[src/rtl/decode_stage.sv]
// ID stage of the 5-stage RV32I pipeline: register file, field decode, immediate
// generation, load-use stall detection and the registered ID/EX bundle.
module decode_stage #(
    parameter int          PC_W     = 12,
    parameter int          XLEN     = 32,
    parameter logic [31:0] NOP_INST = 32'h0000_0013
) (
    input  logic            clk,
    input  logic            rst,
    input  logic [31:0]     d_inst,
    input  logic [PC_W-1:0] d_pc,
    input  logic            d_valid,
    input  logic            d_flush,
    input  logic            wb_we,
    input  logic [4:0]      wb_rd,
    input  logic [XLEN-1:0] wb_data,
    output logic            d_pcwr,
    output logic            ex_valid,
    output logic [PC_W-1:0] ex_pc,
    output logic [XLEN-1:0] ex_rs1_data,
    output logic [XLEN-1:0] ex_rs2_data,
    output logic [XLEN-1:0] ex_imm,
    output logic [4:0]      ex_rs1,
    output logic [4:0]      ex_rs2,
    output logic [4:0]      ex_rd,
    output logic [6:0]      ex_opcode,
    output logic [2:0]      ex_funct3,
    output logic            ex_funct7b5,
    output logic            ex_memrd,
    output logic            ex_memwr,
    output logic            ex_regwr
);

    localparam logic [6:0] OPC_LOAD   = 7'b0000011;
    localparam logic [6:0] OPC_STORE  = 7'b0100011;
    localparam logic [6:0] OPC_OP     = 7'b0110011;
    localparam logic [6:0] OPC_OPIMM  = 7'b0010011;
    localparam logic [6:0] OPC_LUI    = 7'b0110111;
    localparam logic [6:0] OPC_AUIPC  = 7'b0010111;
    localparam logic [6:0] OPC_JAL    = 7'b1101111;
    localparam logic [6:0] OPC_JALR   = 7'b1100111;
    localparam logic [6:0] OPC_BRANCH = 7'b1100011;

    logic [XLEN-1:0] r_regs [0:31];

    logic [6:0]      w_opcode;
    logic [4:0]      w_rs1;
    logic [4:0]      w_rs2;
    logic [4:0]      w_rd;
    logic [31:0]     w_imm32;
    logic            w_rs1_used;
    logic            w_rs2_used;
    logic            w_writes_rd;
    logic            w_id_valid;
    logic            w_hazard;
    logic            w_bubble;
    logic [XLEN-1:0] w_rs1_data;
    logic [XLEN-1:0] w_rs2_data;

    assign w_opcode = d_inst[6:0];
    assign w_rd     = d_inst[11:7];
    assign w_rs1    = d_inst[19:15];
    assign w_rs2    = d_inst[24:20];

    always_comb begin
        // NOTE: every combinational output gets a default first so no latch is inferred.
        w_imm32 = '0;
        case (w_opcode)
            OPC_LOAD, OPC_OPIMM, OPC_JALR:
                w_imm32 = {{20{d_inst[31]}}, d_inst[31:20]};
            OPC_STORE:
                w_imm32 = {{20{d_inst[31]}}, d_inst[31:25], d_inst[11:7]};
            OPC_BRANCH:
                w_imm32 = {{20{d_inst[31]}}, d_inst[7], d_inst[30:25], d_inst[11:8], 1'b0};
            OPC_LUI, OPC_AUIPC:
                w_imm32 = {d_inst[31:12], 12'b0};
            OPC_JAL:
                w_imm32 = {{12{d_inst[31]}}, d_inst[19:12], d_inst[20], d_inst[30:21], 1'b0};
            default:
                w_imm32 = '0;
        endcase
    end

    always_comb begin
        w_writes_rd = 1'b0;
        case (w_opcode)
            OPC_LOAD, OPC_OP, OPC_OPIMM, OPC_LUI, OPC_AUIPC, OPC_JAL, OPC_JALR:
                w_writes_rd = (w_rd != 5'd0);
            default:
                w_writes_rd = 1'b0;
        endcase
    end

    assign w_rs1_used = !((w_opcode == OPC_LUI) || (w_opcode == OPC_AUIPC) || (w_opcode == OPC_JAL));
    assign w_rs2_used = (w_opcode == OPC_OP) || (w_opcode == OPC_STORE) || (w_opcode == OPC_BRANCH);

    assign w_id_valid = d_valid && (d_inst != NOP_INST);

    // Load in EX whose result the ID instruction needs: hold fetch, insert one bubble.
    assign w_hazard = ex_valid && ex_memrd && (ex_rd != 5'd0) && w_id_valid &&
                      ((w_rs1_used && (ex_rd == w_rs1)) || (w_rs2_used && (ex_rd == w_rs2)));

    assign d_pcwr   = w_hazard && !d_flush;
    assign w_bubble = d_flush || !w_id_valid || w_hazard;

    // x0 is never written, so its entry stays zero and needs no read-side special case.
    assign w_rs1_data = (wb_we && (wb_rd != 5'd0) && (wb_rd == w_rs1)) ? wb_data : r_regs[w_rs1];
    assign w_rs2_data = (wb_we && (wb_rd != 5'd0) && (wb_rd == w_rs2)) ? wb_data : r_regs[w_rs2];

    // NOTE: this memory is deliberately reset; a cleared register file is part of the reset state.
    always_ff @(posedge clk or posedge rst) begin
        if (rst) begin
            for (int i = 0; i < 32; i++) begin
                r_regs[i] <= '0;
            end
        end else if (wb_we && (wb_rd != 5'd0)) begin
            r_regs[wb_rd] <= wb_data;
        end
    end

    // NOTE: sequential state uses non-blocking assignments so all flops update together.
    always_ff @(posedge clk or posedge rst) begin
        if (rst) begin
            ex_valid    <= 1'b0;
            ex_pc       <= '0;
            ex_rs1_data <= '0;
            ex_rs2_data <= '0;
            ex_imm      <= '0;
            ex_rs1      <= '0;
            ex_rs2      <= '0;
            ex_rd       <= '0;
            ex_opcode   <= '0;
            ex_funct3   <= '0;
            ex_funct7b5 <= 1'b0;
            ex_memrd    <= 1'b0;
            ex_memwr    <= 1'b0;
            ex_regwr    <= 1'b0;
        end else begin
            ex_pc       <= d_pc;
            ex_rs1_data <= w_rs1_data;
            ex_rs2_data <= w_rs2_data;
            ex_imm      <= XLEN'($signed(w_imm32));
            ex_rs1      <= w_rs1;
            ex_rs2      <= w_rs2;
            ex_rd       <= w_rd;
            ex_opcode   <= w_opcode;
            ex_funct3   <= d_inst[14:12];
            ex_funct7b5 <= d_inst[30];
            if (w_bubble) begin
                ex_valid <= 1'b0;
                ex_memrd <= 1'b0;
                ex_memwr <= 1'b0;
                ex_regwr <= 1'b0;
            end else begin
                ex_valid <= 1'b1;
                ex_memrd <= (w_opcode == OPC_LOAD);
                ex_memwr <= (w_opcode == OPC_STORE);
                ex_regwr <= w_writes_rd;
            end
        end
    end

endmodule
[config.mk]
export PLATFORM = sky130hd
export DESIGN_NAME = decode_stage
export DESIGN_NICKNAME = d
export VERILOG_FILES = /design/src/rtl/decode_stage.sv
export SDC_FILE = /design/constraint.sdc
export NUM_CORES = 2
export LEC_CHECK = 0
export ABC_CLOCK_PERIOD_IN_PS = 52500
export BUFFER_PORTS_ARGS = -buffer_cell sky130_fd_sc_hd__buf_2
export CORE_MARGIN = 5
export CORE_UTILIZATION = 35
export CTS_CLUSTER_DIAMETER = 100
export DETAILED_ROUTE_END_ITERATION = 12
export REMOVE_ABC_BUFFERS = 1
export SETUP_SLACK_MARGIN = 0.15
export SYNTH_ARGS = -nofsm -noshare
export SYNTH_HDL_FRONTEND = slang
export SYNTH_SLANG_ARGS = --single-unit
[constraint.sdc]
create_clock -name clk -period 52.5 [get_ports clk]
set_input_delay 5.25 -clock clk [delete_from_list [all_inputs] [get_ports clk]]
set_output_delay 5.25 -clock clk [all_outputs]
set_load 0.01 [all_outputs]
# ---- Yosys cells after proc, flatten, opt, wreduce, memory -nomap -nowiden
# Cells that the tools add are included.
dict set report op_classes {
  add_sub_neg 0
  multipliers 0
  n_div 0
  order_cmp 4
  n_eq_ne 14
  n_shift 0
  n_mux 17
  n_bitwise 3
  reduce_logical 28
}
# operator n
set op_table {}
lappend op_table {{bitwise mux 1024 bit} 1}
lappend op_table {{binary-select mux 32 bit (select 5 bit)} 2}
lappend op_table {{two-way mux 32 bit} 7}
lappend op_table {{demux 32 bit (select 5 bit)} 1}
lappend op_table {{one-hot mux 32 bit (5 select lines)} 1}
lappend op_table {{inequality test 32 x 5 -> 1 bit (second input constant)} 1}
lappend op_table {{== test 7 x 6 -> 1 bit (second input constant)} 3}
lappend op_table {{== test 7 bit (second input constant)} 3}
lappend op_table {{== test 5 bit} 4}
lappend op_table {{>= comparator 6 bit (second input constant)} 3}
lappend op_table {{NOT 5 -> 6 bit} 3}
lappend op_table {{nonzero test 5 bit} 3}
lappend op_table {{== test 7 x 5 -> 1 bit (second input constant)} 2}
lappend op_table {{logical AND 1 bit} 12}
lappend op_table {{== test 7 x 2 -> 1 bit (second input constant)} 1}
lappend op_table {{logical OR 1 bit} 7}
lappend op_table {{OR reduction 7 bit} 1}
lappend op_table {{less-than comparator 6 x 1 -> 1 bit (second input constant)} 1}
lappend op_table {{two-way mux 1 bit} 5}
lappend op_table {{zero test 1 bit} 3}
lappend op_table {{OR reduction 3 bit} 1}
lappend op_table {{OR reduction 2 bit} 1}
dict set report word_totals {
  ff_bits 1162
  latchBits 0
  mem_bits_rw 0
  romBits 0
  inputBits 86
  wordCells 112
  n_memories 0
}

# ---- Logic depth before layout (Yosys ltp)
dict set report logic_depth {
  depth_word 9
  mapped_depth 9
  depth_no_buf 5
}

# ---- Worst setup path after synthesis
# Ideal clock, no wire load.
dict set report synth_path {
  kind {input to output}
  start {input d_inst[6]}
  end {output d_pcwr}
  t_arrival_ps 6831
  setup_slack_ps 40419
  stages 6
  n_path_buf 1
  path_cell_list {clkbuf_1 > or3b_2 > a21oi_1 > or4_1 > a21oi_1 > nor2b_1}
}
dict set report synth_via {
  elab_chain_cells 8
  word_cells_on_any_way 19
  cone_classes {eq/ne: 7; reduce/logical: 12}
}
# item line
set synth_lines {}
lappend synth_lines {{from (decl)} 10} ;# input logic [31:0] d_inst,
lappend synth_lines {{== test 7 x 6 -> 1 bit or == test 7 x 5 -> 1 bit (tied branches)} 94} ;# assign w_rs1_used = !((w_opcode == OPC_LUI) || (w_opcode == OPC_AUIPC) || (w_opcode == OPC_JAL));
lappend synth_lines {{logical OR 1 bit (2 in series)} 94}
lappend synth_lines {{zero test 1 bit} 94}
lappend synth_lines {{logical AND 1 bit} 101} ;# ((w_rs1_used && (ex_rd == w_rs1)) || (w_rs2_used && (ex_rd == w_rs2)));
lappend synth_lines {{logical OR 1 bit} 101}
lappend synth_lines {{logical AND 1 bit (*)} 100} ;# assign w_hazard = ex_valid && ex_memrd && (ex_rd != 5'd0) && w_id_valid &&
lappend synth_lines {{logical AND 1 bit (*)} 103} ;# assign d_pcwr = w_hazard && !d_flush;
lappend synth_lines {{to (decl)} 17} ;# output logic d_pcwr,
# Every way passes the cells marked *; elsewhere a longest branch is shown, timed or not.

# ---- Worst setup path after layout
dict set report layout_path {
  start {input d_inst[16]}
  end {output d_pcwr}
}
dict set report layout_via {
  elab_chain_cells 5
  word_cells_on_any_way 8
  cone_classes {eq/ne: 2; reduce/logical: 6}
}
# item line
set layout_lines {}
lappend layout_lines {{inequality test 32 x 5 -> 1 bit or == test 5 bit (tied branches)} {97, 101}}
lappend layout_lines {{logical AND 1 bit (on tied branches)} {97, 101}}
lappend layout_lines {{logical AND 1 bit or logical OR 1 bit (tied branches)} {100, 101}}
lappend layout_lines {{logical AND 1 bit (*)} 100}
lappend layout_lines {{logical AND 1 bit (*)} 103}
# Marks and branches as above.

==> summary.txt <==
Critical path
  • Crit path max fanout: 32
  • Critical Path Max Stage Delay: 0.58 ns
  • R2r setup slk: 50.40 ns
  • Critical path class: in2out
  • Slowest cell on crit path: o311ai_1
  • Critical Path, Cell by Cell: clkbuf_8 > or3_2 > buf_4 > nor2_1 > nand4_1 > o311ai_1 > nor2b_1 > buf_2
  • WP data arrival: 7.78 ns
  • CP Capture Type: output pin
  • Cell family with most CP delay: simple AND/OR/NAND/NOR gates
  • CP Data Required Time: 47.25 ns
  • CP bufs+invs: 3
  • Reg2reg start: r_regs[606]
  • Path depth of the worst reg2reg path: 4
  • End of the worst register-to-register path: ex_rs1_data[30]
  • CP startpoint kind: primary input

Synthesis
  • Top cells by area, synth: dfrtp_1, mux2_2, mux4_2
  • Avg Cell Area, Syn: 14.5 sq um
  • FF+latch count, synth: 1162
  • Fraction of registers with async set/reset: 100%
  • Cell area after synthesis: 58800 sq um
  • Yosys cell types: 47
  • EDFF count, synth: 0
  • Largest area contributor in the netlist: dfrtp_1
  • Synth Instances: 4050
  • Yosys top cell area share: 49.4%
  • Sequential share of the synthesized area: 49.4%
  • Most used flip-flop cell after synthesis: dfrtp_1
  • Syn. warnings: 0

Timing
  • Slew at the pin closest to its max-slew limit: 1.11 ns
  • Crit path time final: 13.03 ns
  • RSZ-0062 raised after global routing: no
  • Clock Skews: 0.0287 ns
  • Relative slew margins: 25.6%
  • Fin. max-slew vios: 0
  • Hold_ws: 0.392 ns
  • Setup violators final: 0
  • Fin crit share: 24.8%
  • Fmax: 76.7 MHz
  • Final TNS setup: 0 ns
  • Final Hold Viols: 0

Layout
  • Final Util: 39.8%
  • Final instance area: 66500 sq um
  • Share of cells above drive strength 1: 53.4%
  • Commonest non-fill, non-tap cells in the layout: mux2_2, dfrtp_1, mux4_2
  • Most common cell after layout, fill and taps aside: mux2_2
  • Syn-to-layout area delta: 13.1%
  • Fin nets: 4155

Worst hold path
  • Hold path cells: 0
  • Worst hold start: r_regs[997]
  • Worst Hold Class: reg2reg
  • Worst Hold End: r_regs[997]

Clocking
  • CTS tree: done
  • H-tree levels: 4
  • CTS Sinks: 1162
  • Hold-fix buffers, CTS: 0
  • Post-CTS setup repair buffer count: 0
  • CTS root buffer: clkbuf_16
  • Post_cts resized: 0
  • Reg clk slew, reported paths: 0.06 ns
  • CTS Buffer Depth: 3
  • CTS Buf Count: 136
  • Clk_lat worst skew: 0.78 ns

Global routing
  • First-pass GRT wire length: 279000 um
  • Vias in the first global route: 39300
  • Total track usage: 21.5%
  • Initial antenna violation count: 17
  • Aggregate global routing overflow: 0
  • Largest net degree at the start of global routing: 107

Power
  • Final Power: 0.00261 W
  • VDD IR-drop max: 26.3 uV
  • Pwr Density: 39.2 nW/um^2
  • Leakage Power: 29.1 nW

Route
  • Via density: 5.90
  • Final wirelength: 191000 um
  • ANT nets after route: 0
  • Initial DRC Count: 3340
  • Pre-Repair DR Iteration Count: 5
  • Post-route DRC: 0
  • Total number of vias: 37700
  • Drt wl/cell: 29.9 um

Floorplanning
  • Die height: 420 um
  • # rows: 150
  • Die Wd: 420 um
  • Core area: 167000 sq um
  • Area of the die: 176000 sq um
  • Top-Level Pins: 225
  • Starting Density: 35.2%

Placement
  • Final Wtd Congestion: 0.816
  • Area after detailed placement: 61900 sq um
  • PortBufs: 224
  • HPWL after detailed placement: 110000 um

Outcome
  • Status: finished, final reports clean

Job
  • Max-cap viol count: 0
[power breakdown]
| group | switching, W | internal (W) | leakage, nW |
|---|---|---|---|
| combinational | 0.000191 | 0.000280 | 12.0 |
| clock | 0.000396 | 0.000577 | 2.27 |
| sequential | 0.000110 | 0.00105 | 14.9 |
| total | 0.000696 | 0.00191 | 29.1 |
[sequential cells by signal, indices dropped and copies added, names as in the netlist]
name / count
ex_funct7b5: 1
ex_funct3: 3
ex_rs2_data: 32
ex_memrd: 1
ex_regwr: 1
ex_rs1_data: 32
ex_rd: 5
ex_rs1: 5
ex_memwr: 1
ex_pc: 12
r_regs: 1024
ex_opcode: 7
ex_imm: 32
ex_rs2: 5
ex_valid: 1
[routing by layer]
metal	wire, um	global-route usage (%)
met5	56	0
met4	7890	8.56
met3	11300	4.16
met2	93000	35.6
met1	78600	27.9
[cell usage after synthesis, types with 62 or more instances]
| master | number |
|---|---|
| mux2_2 | 1244 |
| mux4_2 | 388 |
| mux2i_1 | 62 |
| buf_1 | 101 |
| buf_2 | 102 |
| dfrtp_1 | 1162 |
| nor3_1 | 65 |
| a21oi_1 | 67 |
| clkbuf_1 | 238 |
| nand2_1 | 87 |
| o211ai_1 | 63 |
| a22o_1 | 67 |
| o22ai_1 | 189 |
| o21ai_0 | 67 |
[layout make-up]
cell class	instances	area, sq um
diodes	7	17.5
flip-flops and latches	1162	29100
multi-input cells	2441	28100
inverters	2	15.0
well taps	2204	2760
repair buffers	326	1980
fillers	15500	101000
clock buffers	195	4040
clock inverters	49	546
[how the worst max path moves through the flow]
stage               cells past startpoint        from           end
finish                                  8  d_inst[16]        d_pcwr
global route                            8  d_inst[16]        d_pcwr
CTS                                     8  d_inst[16]        d_pcwr
detailed placement                      8  d_inst[16]        d_pcwr
global placement                        8  d_inst[16]        d_pcwr
floorplan                               1         rst  ex_funct3[0]
[per-stage QoR]
| step | instances | setup WS, ns |
|---|---|---|
| 2_1_floorplan | 3605 | 14.52 |
| 6_report | 6386 | 39.47 |
| 3_5_place_dp | 6135 | 39.55 |
| 3_3_place_gp | 6135 | 39.60 |
| 5_1_grt | 6382 | 39.46 |
| 4_1_cts | 6379 | 39.56 |
[kinds of logic (layout without fill, tap and decap cells)]
| logic type | count (synthesis) | count (layout) | synth area share [%] |
|---|---|---|---|
| buffers and inverters | 447 | 572 | 3.10 |
| muxes | 1695 | 1695 | 39.8 |
| other | 0 | 7 | 0 |
| DFF | 1162 | 1162 | 49.4 |
| xor gates and xnor gates | 20 | 20 | 0.298 |
| AOI/OAI and AO/OA | 481 | 481 | 5.33 |
| and+or+nand+nor | 245 | 245 | 2.08 |
[worst reg2reg max path, delay by kind of cell (launching register included)]
kind / cells / cell delay (ns)
DFF: 1 / 0.40
muxes: 4 / 1.55
(Power assumes the default switching activity.)
